### src/rtl/mem_arb_pkg.sv
// Shared types and constants for the unified memory-port arbiter.
//   state_e  : arbiter FSM states
//   owner_e  : which requester currently owns the memory port
//   arbitrate: fixed-priority pick, D over I
package mem_arb_pkg;

  typedef enum logic [1:0] {
    IDLE  = 2'd0,
    ISSUE = 2'd1,
    WAIT  = 2'd2
  } state_e;

  typedef enum logic [1:0] {
    OWN_NONE = 2'd0,
    OWN_I    = 2'd1,
    OWN_D    = 2'd2
  } owner_e;

  // Instruction fetches are always full 32-bit words.
  localparam logic [2:0] FETCH_CTRL = 3'b010;

  function automatic owner_e arbitrate(input logic d_req, input logic i_req);
    if (d_req)      return OWN_D;
    else if (i_req) return OWN_I;
    else            return OWN_NONE;
  endfunction

endpackage

### src/rtl/mem_arb_timer.sv
// Wait-state timer for the arbiter.
//   clk, rst : clock, synchronous active-high reset
//   clr      : restart count at zero (has priority over en)
//   en       : count one cycle
//   expire   : count has reached TIMEOUT-1
module mem_arb_timer #(
  parameter int TIMEOUT = 16
) (
  input  logic clk,
  input  logic rst,
  input  logic clr,
  input  logic en,
  output logic expire
);

  localparam int TW = (TIMEOUT > 2) ? $clog2(TIMEOUT) : 1;

  logic [TW-1:0] cnt_q, cnt_d;

  always_comb begin
    cnt_d = cnt_q;
    if (clr)     cnt_d = '0;
    else if (en) cnt_d = cnt_q + 1'b1;
  end

  always_ff @(posedge clk) begin
    if (rst) cnt_q <= '0;
    else     cnt_q <= cnt_d;
  end

  assign expire = (cnt_q == TW'(TIMEOUT - 1));

endmodule

### src/rtl/mem_port_arbiter.sv
// Shares one memory port between instruction fetch (I) and load/store (D).
// One transaction outstanding at a time, D has fixed priority, and a
// wait-state timeout completes the access with err instead of hanging.
//   clk, rst                      : clock, synchronous active-high reset
//   if_req/if_addr                : fetch request (held until if_valid)
//   if_valid/if_rdata             : registered fetch completion pulse + word
//   d_req/d_we/d_addr/d_wdata/d_ctrl : data request (held until d_valid)
//   d_valid/d_rdata               : registered data completion pulse + data
//   err                           : pulses with the valid of a timed-out access
//   mem_req/we/addr/wdata/ctrl    : memory request, combinational from owner
//   mem_ready/mem_rvalid/mem_rdata: memory accept, response, response data
import mem_arb_pkg::*;

module mem_port_arbiter #(
  parameter int WIDTH   = 64,
  parameter int TIMEOUT = 16
) (
  input  logic             clk,
  input  logic             rst,
  input  logic             if_req,
  input  logic [WIDTH-1:0] if_addr,
  output logic             if_valid,
  output logic [31:0]      if_rdata,
  input  logic             d_req,
  input  logic             d_we,
  input  logic [WIDTH-1:0] d_addr,
  input  logic [WIDTH-1:0] d_wdata,
  input  logic [2:0]       d_ctrl,
  output logic             d_valid,
  output logic [WIDTH-1:0] d_rdata,
  output logic             err,
  output logic             mem_req,
  output logic             mem_we,
  output logic [WIDTH-1:0] mem_addr,
  output logic [WIDTH-1:0] mem_wdata,
  output logic [2:0]       mem_ctrl,
  input  logic             mem_ready,
  input  logic             mem_rvalid,
  input  logic [WIDTH-1:0] mem_rdata
);

  state_e           state_q, state_d;
  owner_e           owner_q, owner_d;
  logic             if_valid_q, if_valid_d;
  logic             d_valid_q, d_valid_d;
  logic             err_q, err_d;
  logic [31:0]      if_rdata_q, if_rdata_d;
  logic [WIDTH-1:0] d_rdata_q, d_rdata_d;
  logic             expire;

  mem_arb_timer #(.TIMEOUT(TIMEOUT)) u_timer (
    .clk    (clk),
    .rst    (rst),
    .clr    (state_q == ISSUE && mem_ready),
    .en     (state_q == WAIT),
    .expire (expire)
  );

  always_comb begin
    state_d    = state_q;
    owner_d    = owner_q;
    if_valid_d = 1'b0;
    d_valid_d  = 1'b0;
    err_d      = 1'b0;
    if_rdata_d = if_rdata_q;
    d_rdata_d  = d_rdata_q;
    unique case (state_q)
      IDLE: begin
        owner_d = arbitrate(d_req, if_req);
        if (owner_d != OWN_NONE) state_d = ISSUE;
      end
      ISSUE: begin
        if (mem_ready) state_d = WAIT;
      end
      WAIT: begin
        // A response in the expiry cycle still counts as success.
        if (mem_rvalid) begin
          // The completing requester still holds req this cycle, so it is
          // masked out of the immediate re-arbitration.
          if (owner_q == OWN_D) begin
            d_valid_d = 1'b1;
            d_rdata_d = mem_rdata;
            owner_d   = arbitrate(1'b0, if_req);
          end else begin
            if_valid_d = 1'b1;
            if_rdata_d = mem_rdata[31:0];
            owner_d    = arbitrate(d_req, 1'b0);
          end
          state_d = (owner_d == OWN_NONE) ? IDLE : ISSUE;
        end else if (expire) begin
          err_d = 1'b1;
          if (owner_q == OWN_D) begin
            d_valid_d = 1'b1;
            d_rdata_d = '0;
          end else begin
            if_valid_d = 1'b1;
            if_rdata_d = '0;
          end
          owner_d = OWN_NONE;
          state_d = IDLE;
        end
      end
      default: begin
        state_d = IDLE;
        owner_d = OWN_NONE;
      end
    endcase
  end

  always_ff @(posedge clk) begin
    if (rst) begin
      state_q    <= IDLE;
      owner_q    <= OWN_NONE;
      if_valid_q <= 1'b0;
      d_valid_q  <= 1'b0;
      err_q      <= 1'b0;
      if_rdata_q <= '0;
      d_rdata_q  <= '0;
    end else begin
      state_q    <= state_d;
      owner_q    <= owner_d;
      if_valid_q <= if_valid_d;
      d_valid_q  <= d_valid_d;
      err_q      <= err_d;
      if_rdata_q <= if_rdata_d;
      d_rdata_q  <= d_rdata_d;
    end
  end

  assign if_valid = if_valid_q;
  assign if_rdata = if_rdata_q;
  assign d_valid  = d_valid_q;
  assign d_rdata  = d_rdata_q;
  assign err      = err_q;

  // Request fields follow the latched owner; the requester keeps them stable.
  assign mem_req   = (state_q == ISSUE);
  assign mem_we    = mem_req && (owner_q == OWN_D) && d_we;
  assign mem_addr  = (owner_q == OWN_D) ? d_addr :
                     (owner_q == OWN_I) ? if_addr : '0;
  assign mem_wdata = (owner_q == OWN_D) ? d_wdata : '0;
  assign mem_ctrl  = (owner_q == OWN_D) ? d_ctrl :
                     (owner_q == OWN_I) ? FETCH_CTRL : 3'b000;

endmodule

### config.mk
export PLATFORM = sky130hd
export DESIGN_NAME = mem_port_arbiter
export DESIGN_NICKNAME = d
export VERILOG_FILES = /design/src/rtl/mem_arb_pkg.sv /design/src/rtl/mem_arb_timer.sv /design/src/rtl/mem_port_arbiter.sv
export SDC_FILE = /design/constraint.sdc
export NUM_CORES = 1
export LEC_CHECK = 0
export BUFFER_PORTS_ARGS = -buffer_cell sky130_fd_sc_hd__buf_2
export CORE_AREA = 2 2 196 198
export DETAILED_ROUTE_END_ITERATION = 16
export DIE_AREA = 0 0 198 200
export GPL_ROUTABILITY_DRIVEN = 0
export PLACE_DENSITY = 0.42
export SYNTH_ARGS = -nofsm -noshare
export SYNTH_HDL_FRONTEND = slang
export SYNTH_SLANG_ARGS = --single-unit
export TNS_END_PERCENT = 1
### constraint.sdc
create_clock -name clk -period 1.7 [get_ports clk]
set_input_delay 0.255 -clock clk [delete_from_list [all_inputs] [get_ports clk]]
set_output_delay 0.255 -clock clk [all_outputs]
set_load 0.03 [all_outputs]
# Word level (Yosys, flattened, before mapping)
# Cells that the tools add are included.
totals:
  reg_bits: 107
  inputBits: 266
  output_inout_bits: 232
  elab_cells: 69
op_classes:
  n_addsub: 1
  n_eq_ne: 8
  n_mux: 35
  bitwise: 3
  reduce_logical: 14
op_table:
  columns: ["cell", "n"]
  rows:
  - ["64-bit 2-to-1 mux", 7]
  - ["32-bit 2-to-1 mux", 4]
  - ["2-bit 2-to-1 mux", 12]
  - ["2-bit case mux with 3 select lines", 2]
  - ["1-bit 2-to-1 mux", 9]
  - ["3-bit AND reduction", 3]
  - ["4-bit by 1-bit adder with 4-bit output (second input constant)", 1]
  - ["2-bit by 1-bit == test with 1-bit output (second input constant)", 2]
  - ["2-bit == test (second input constant)", 2]
  - ["4-bit == test (second input constant)", 1]
  - ["2-bit logical NOT", 2]
  - ["2-bit nonzero test", 2]
  - ["2-bit OR reduction", 2]
  - ["1-bit logical AND", 3]
  - ["3-bit 2-to-1 mux", 1]
  - ["3-bit != test (second input constant)", 1]
  - ["1-bit NOT", 3]
  - ["3-bit OR reduction", 1]
  - ["2-bit by 1-bit != test with 1-bit output (second input constant)", 1]
  - ["2-bit != test (second input constant)", 1]
  - ["2-bit AND reduction", 1]

# Depth between registers and ports, before layout
# Gate-level depths: netlist of the first run.
depth:
  depth_word: 8
  ltp_mapped: 7
  mapped_depth_nobuf: 5

# Modules after synthesis
# Synthesis of the first run repeated with hierarchy kept, for this count alone.
unflattened:
  hier_cells: 642
  area_unflattened_um2: 5098.6
modules_own_cells:
  columns: ["module", "instances", "cells_each", "area_per_inst_um2", "seq_area_each_um2"]
  rows:
  - ["mem_port_arbiter", 1, 624, 4914.7, 2062.0]
  - ["mem_arb_timer", 1, 18, 183.9, 80.1]

# Worst setup path after synthesis of the first run
# No wires, ideal clock.
synth_path:
  path_kind: "register -> output"
  startpoint: "reg state_q[0]"
  endpoint: "out mem_we"
  t_arrival_ns: 1.613
  required_time_ns: 1.445
  setup_slack_ns: -0.168
  path_stages_with_launch: 4
  path_cell_list: "dfxtp_1 clkbuf_1 nor2b_1 and3_1"
synth_between:
  elab_chain_len: 3
synth_lines:
  columns: ["item", "line_no", "rtl"]
  rows:
  - ["start: declaration", "mem_port_arbiter.sv:42", "state_e state_q, state_d;"]
  - ["start signal: assignment", "mem_port_arbiter.sv:120", "state_q <= state_d;"]
  - ["2-bit by 1-bit == test with 1-bit output", "mem_port_arbiter.sv:137", "assign mem_req = (state_q == ISSUE);"]
  - ["named net mem_req", "mem_port_arbiter.sv:32", "output logic mem_req,"]
  - ["1-bit logical AND (2 in series)", "mem_port_arbiter.sv:138", "assign mem_we = mem_req && (owner_q == OWN_D) && d_we;"]
  - ["end: declaration", "mem_port_arbiter.sv:33", "output logic mem_we,"]
# The timed path passes the listed nets, and every way through them passes these cells.

# Worst setup path in the final report of the first run
layout_path:
  startpoint: "reg owner_q[0]"
  endpoint: "out mem_addr[61]"
layout_between:
  elab_chain_len: 3
  word_cells_on_any_way: 4
  classes_between: "eq/ne (2); mux (2)"
layout_lines:
  columns: ["item", "line_no", "rtl"]
  rows:
  - ["start: declaration", "mem_port_arbiter.sv:43", "owner_e owner_q, owner_d;"]
  - ["start signal: assignment", "mem_port_arbiter.sv:121", "owner_q <= owner_d;"]
  - ["2-bit by 1-bit == test with 1-bit output", "mem_port_arbiter.sv:140", "(owner_q == OWN_I) ? if_addr : '0;"]
  - ["64-bit 2-to-1 mux", "mem_port_arbiter.sv:140", null]
  - ["64-bit 2-to-1 mux *", "mem_port_arbiter.sv:139", "assign mem_addr = (owner_q == OWN_D) ? d_addr :"]
  - ["end: declaration", "mem_port_arbiter.sv:34", "output logic [WIDTH-1:0] mem_addr,"]
# Mark *: on every way between the ends. The rest lies on a longest branch, timed or not.

==> results of run 1 <==
-- Yosys cell counts --
cell type,number,share of area [%]
dfxtp_1,107,44
nor2_1,100,7.7
a22oi_1,87,13
and2_1,66,8.4
a22o_1,64,11
clkbuf_1,33,2.5
buf_2,13,1.3
buf_6,10,2.3
a21oi_1,9,0.92
a22oi_2,9,2.3
nand2_1,5,0.38
nor2b_1,5,0.64
and3_1,4,0.51
nor3_1,4,0.41
o21ai_0,4,0.41
nand2b_1,3,0.38
nor4_1,3,0.38
a21o_1,2,0.31
buf_1,2,0.15
nand4b_1,2,0.36
or3_1,2,0.26
a2111oi_0,1,0.18
a31oi_1,1,0.13
buf_4,1,0.15
ha_1,1,0.26
inv_1,1,0.076
mux2i_1,1,0.20
nand3b_1,1,0.15
nor2b_4,1,0.28
nor4b_1,1,0.18
o21a_1,1,0.15
xnor2_1,1,0.18
-- logic make-up after synthesis --
family                   Yosys count  synth area share, %
buffers and inverters             60                 6.53
AO/OA/AOI/OAI                    178                 29.1
XOR/XNOR                           1                0.179
adder cells (fa/ha/maj)            1                0.255
AND/OR/NAND/NOR                  197                 20.0
multiplexers                       1                0.204
flip-flops                       107                 43.7
-- path summary, 6_finish.rpt --
check	to	slack (ps)	cells after the start
max	mem_addr[61]	-220	6
min	d_rdata[34]	120	3
max reg2reg	d_rdata[54]	60	6
min reg2reg	d_rdata[1]	500	2
-- per-layer routing --
layer | up-vias | GRT usage (%) | share of wire, %
met4 | 0 | 4.04 | 1.8
met2 | 276 | 21.6 | 52
met3 | 23 | 3.33 | 6.9
met1 | 2906 | 14.6 | 40
li1 | 2964 | - | -
met5 | - | 0 | 0
-- cell type report --
cell class / instances / area (um^2) / area share, %
clock buffers: 12 / 256 / 2.65
clock inverters: 4 / 32.5 / 0.336
inverters: 1 / 3.75 / 0.0388
repair buffers: 546 / 3970 / 41.1
diodes: 1 / 2.50 / 0.0259
multi-input cells: 378 / 2610 / 27.0
well taps: 511 / 639 / 6.61
flip-flops and latches: 107 / 2150 / 22.2
-- per-stage QoR --
stage	instance area (um^2)	hold slack (ps)
after floorplan	4910	332
after global placement	8090	484
after detailed placement	8090	491
after CTS	8990	94.9
after global routing	9670	111
final	9670	122
-- registers in the layout, indices dropped and copies added, names as in the netlist --
signal and flops:
if_rdata 32, owner_q 2, d_rdata 64, err 1, d_valid 1, state_q 2
u_timer.cnt_q 4, if_valid 1
-- power breakdown --
group          switching [mW]  leakage, nW  internal, mW
clock                    1.03        0.135          1.08
combinational            1.27         3.63          1.10
sequential             0.0187        0.865          2.54
-- timing repair --
| action | 4_1_cts | 5_1_grt |
|---|---|---|
| endpoints found under the hold margin | 0 | 0 |
| endpoints found under the setup margin | 228 | 182 |
| hold buffers | 0 | 0 |
| setup buffers | 6 | 1 |
| cloned | 2 | 6 |
| pin swaps | 25 | 33 |
| resized for setup | 170 | 209 |
-- critical path: stages, from the launching register on --
cell and delay, ps:
dfxtp_4 360, buf_6 110, nor2b_4 130, buf_12 140, clkbuf_16 170, a22o_4 230, buf_6 140
==> flow_summary.ini, run 1 <==
[sta]
tightestPinTransition_ps = 449
relSlewSlack_pct = 69.7
fmax_mhz = 520
fin_crit_ps = 1920
hold_viol = 0
fin_crit_sh_pct = 113
layout_setup_ws_ps = -221
final-setup-viol-count = 126
fin_skew_ps = 9.64
maxSlewViolCount = 0
rsz0062_at_grt = true
setup_tns_ps = -15950

[min_path]
hp-start = mem_rdata[34]
hp-class = input pin to register

[synth]
avgSynthCellArea_um2 = 9.00
synth_cell_types = 32
ys_ff_latch = 107
yosysWarningCount = 0
synthCells = 545
synth.net_count = 812
syn_area_um2 = 4900
ys_seq_area_share_pct = 43.7

[route]
drt_iter0_markers = 300
avgRoutedWirePerCell_um = 18.0
postRouteAntennaNets = 0
dr.pass1.iters = 4
vias_per_cell = 3.95
wl_um = 28100
vias = 6169
drc = 0

[die]
core_region_area_um2 = 37400
dieArea_um2 = 39600
ioPinCount = 498
die_w_um = 198
rows = 71
start_util_pct = 13.1
die_y_um = 200

[finish]
area_growth_pct = 97.2
drive_gt1_share_pct = 59.4
nets = 1310
post-route-util_pct = 25.9
fillCellCount = 4088
layout_commonest_cell = buf_2
most-common-layout-cells = 364 x buf_2, 132 x buf_6, 103 x dfxtp_1
layoutNonFillerInstCount = 1560

[status]
status = finished with violations
violations = setup timing

[worst_setup_path]
reg2reg_from = u_timer.cnt_q[1]
end_kind = output port
worst-setup-path-type = register to output port
startpoint_type = register
arrival_ps = 1670
crit_required_ps = 1440
critPathMaxFanout = 7
crit_start = owner_q[0]

[placed_design]
dpl.hpwl_um = 20400
pre_cts_slack_ps = -52.5
dp.cells = 1528
numPortBuffers = 497

[cts]
cts_tree = yes
cts_root_buffer = clkbuf_16
insertion_delay_ps = 370
path_clk_slew_ps = 70
ctsHtreeMaxLevel = 3
cts.sinks = 107
cts_buffers = 9
clockBufferDepth = 2

[global_routing]
grt_pass1_wl_um = 35900
gr-total-overflow = 0
grt.total_usage_pct = 12.3
grt_max_degree = 37
first_global_vias = 5698
antenna_found_initial = 4

[power_and_ir_drop]
power.density_nw_per_um2 = 727
vdd_drop_max_v = 0.000392
p_leak_nw = 4.63
power.total_mw = 7.03

[job]
drv_cap = 0
(Power assumes the default switching activity.)
==> run 2, diff against run 1 <==
PLACE_DENSITY = 0.41   (was 0.42)
==> flow_summary.ini, run 2 (same netlist as run 1, synthesis figures left out) <==
[route]
drt_iter0_markers = 264
avgRoutedWirePerCell_um = 18.9
drc = 0
dr.pass1.iters = 4
postRouteAntennaNets = 0
vias = 6265
vias_per_cell = 4.00
wl_um = 29500

[power_and_ir_drop]
p_sw_mw = 2.34
power_frac_seq_pct = 35.9
vdd_drop_max_v = 0.000433
pwr-share-comb_pct = 32.7
power.share.clock_pct = 31.4
power.density_nw_per_um2 = 741
p_leak_nw = 4.63
p_int_mw = 4.77
netSwitchingFraction_pct = 32.9

[status]
status = finished with violations
violations = setup timing

[cts]
cts_tree = yes
cts.sinks = 107
ctsHtreeMaxLevel = 3
postCtsHoldBufs = 0
insertion_delay_ps = 360
clockBufferDepth = 2
cts_root_buffer = clkbuf_16
cts_buffers = 9
path_clk_slew_ps = 80

[die]
dieArea_um2 = 39600
start_util_pct = 13.1
die_w_um = 198
die_y_um = 200
core_region_area_um2 = 37400
rows = 71
ioPinCount = 498

[worst_setup_path]
crit_required_ps = 1440
startpoint_type = register
worst-setup-path-type = register to output port
critPathMaxFanout = 9
arrival_ps = 1610
end_kind = output port

[global_routing]
grt_max_degree = 65
grt.total_usage_pct = 13.7
first_global_vias = 6046
grt_pass1_wl_um = 39300
antenna_found_initial = 10
gr-total-overflow = 0

[finish]
drive_gt1_share_pct = 57.2
layout_commonest_cell = buf_2
seq_area_um2 = 2140
fillCellCount = 4124
largest_register_ffs = 64
most-common-layout-cells = 369 x buf_2, 118 x buf_6, 105 x dfxtp_1
nets = 1314
area_growth_pct = 95.8
multi_input_area_um2 = 2530
layoutNonFillerInstCount = 1567

[sta]
layout_setup_ws_ps = -169
fin_crit_sh_pct = 110
setup_tns_ps = -14500
tightestPinTransition_ps = 432
hold_viol = 0
maxSlewViolCount = 0
final-setup-viol-count = 168
relSlewSlack_pct = 71.2
fin_crit_ps = 1870
rsz0062_at_grt = true
fin_skew_ps = 14.3
fmax_mhz = 535

[placed_design]
dp.cells = 1536
numPortBuffers = 497
dpl.hpwl_um = 23000
pre_cts_slack_ps = -58.3

[min_path]
hp-class = input pin to register

[job]
drv_cap = 0
==> run 2: final timing paths <==
| check | slack, ps | end | start | cells after the start |
|---|---|---|---|---|
| hold reg to reg | 500 | d_rdata[63] | d_rdata[63] | 2 |
| hold / removal | 130 | d_rdata[61] | mem_rdata[61] | 3 |
| setup / recovery | -170 | mem_addr[56] | owner_q[1] | 6 |
| setup reg to reg | -60 | if_rdata[1] | owner_q[1] | 7 |
==> run 2: timing repair <==
action / in CTS / in global routing
buffers inserted: 5 / 1
resized for setup: 272 / 15
setup endpoints to repair: 221 / 227
pin swaps: 42 / 33
gates cloned: 4 / 2
==> run 2: cell type report <==
class	instances	share of cell area [%]
antenna	4	0.104
clock buffer	9	2.35
clock inverter	7	0.847
inverter	1	0.0391
multi-input combinational	378	26.3
sequential	107	22.3
tap	511	6.66
timing repair buffer	550	41.4
==> run 2: power groups by stage <==
stage                     Sequential [mW]  Clock (mW)  Combinational (mW)
after CTS                            2.56        2.37                2.31
after global placement               2.61           0                1.85
after global routing                 2.56        2.43                2.44
after floorplan                      2.65           0               0.970
after detailed placement             2.61           0                1.84
final                                2.56        2.23                2.33
==> run 2: per-layer routing <==
metal / vias to the layer above / global-route usage, % / routed length [um]
met5: - / 0 / 69
met4: 10 / 6.91 / 1180
met3: 51 / 5.21 / 2750
met2: 310 / 23.3 / 14900
met1: 2922 / 14.9 / 10700
li1: 2972 / - / -
==> run 2: critical path, stage by stage, from the launching register on <==
cell     delay [ps]
dfxtp_2         340
nor2b_4         130
buf_12          150
buf_12          140
buf_8           120
a22o_1          210
buf_6           140
==> run 2: metrics by stage <==
stage	hold slack, ps	cell area [um^2]	power [mW]	util [%]
2_1_floorplan	332	4910	3.63	-
3_3_place_gp	482	8170	4.46	21.9
3_5_place_dp	492	8170	4.46	21.9
4_1_cts	109	9520	7.23	25.4
5_1_grt	115	9600	7.44	25.7
6_report	129	9600	7.12	25.7
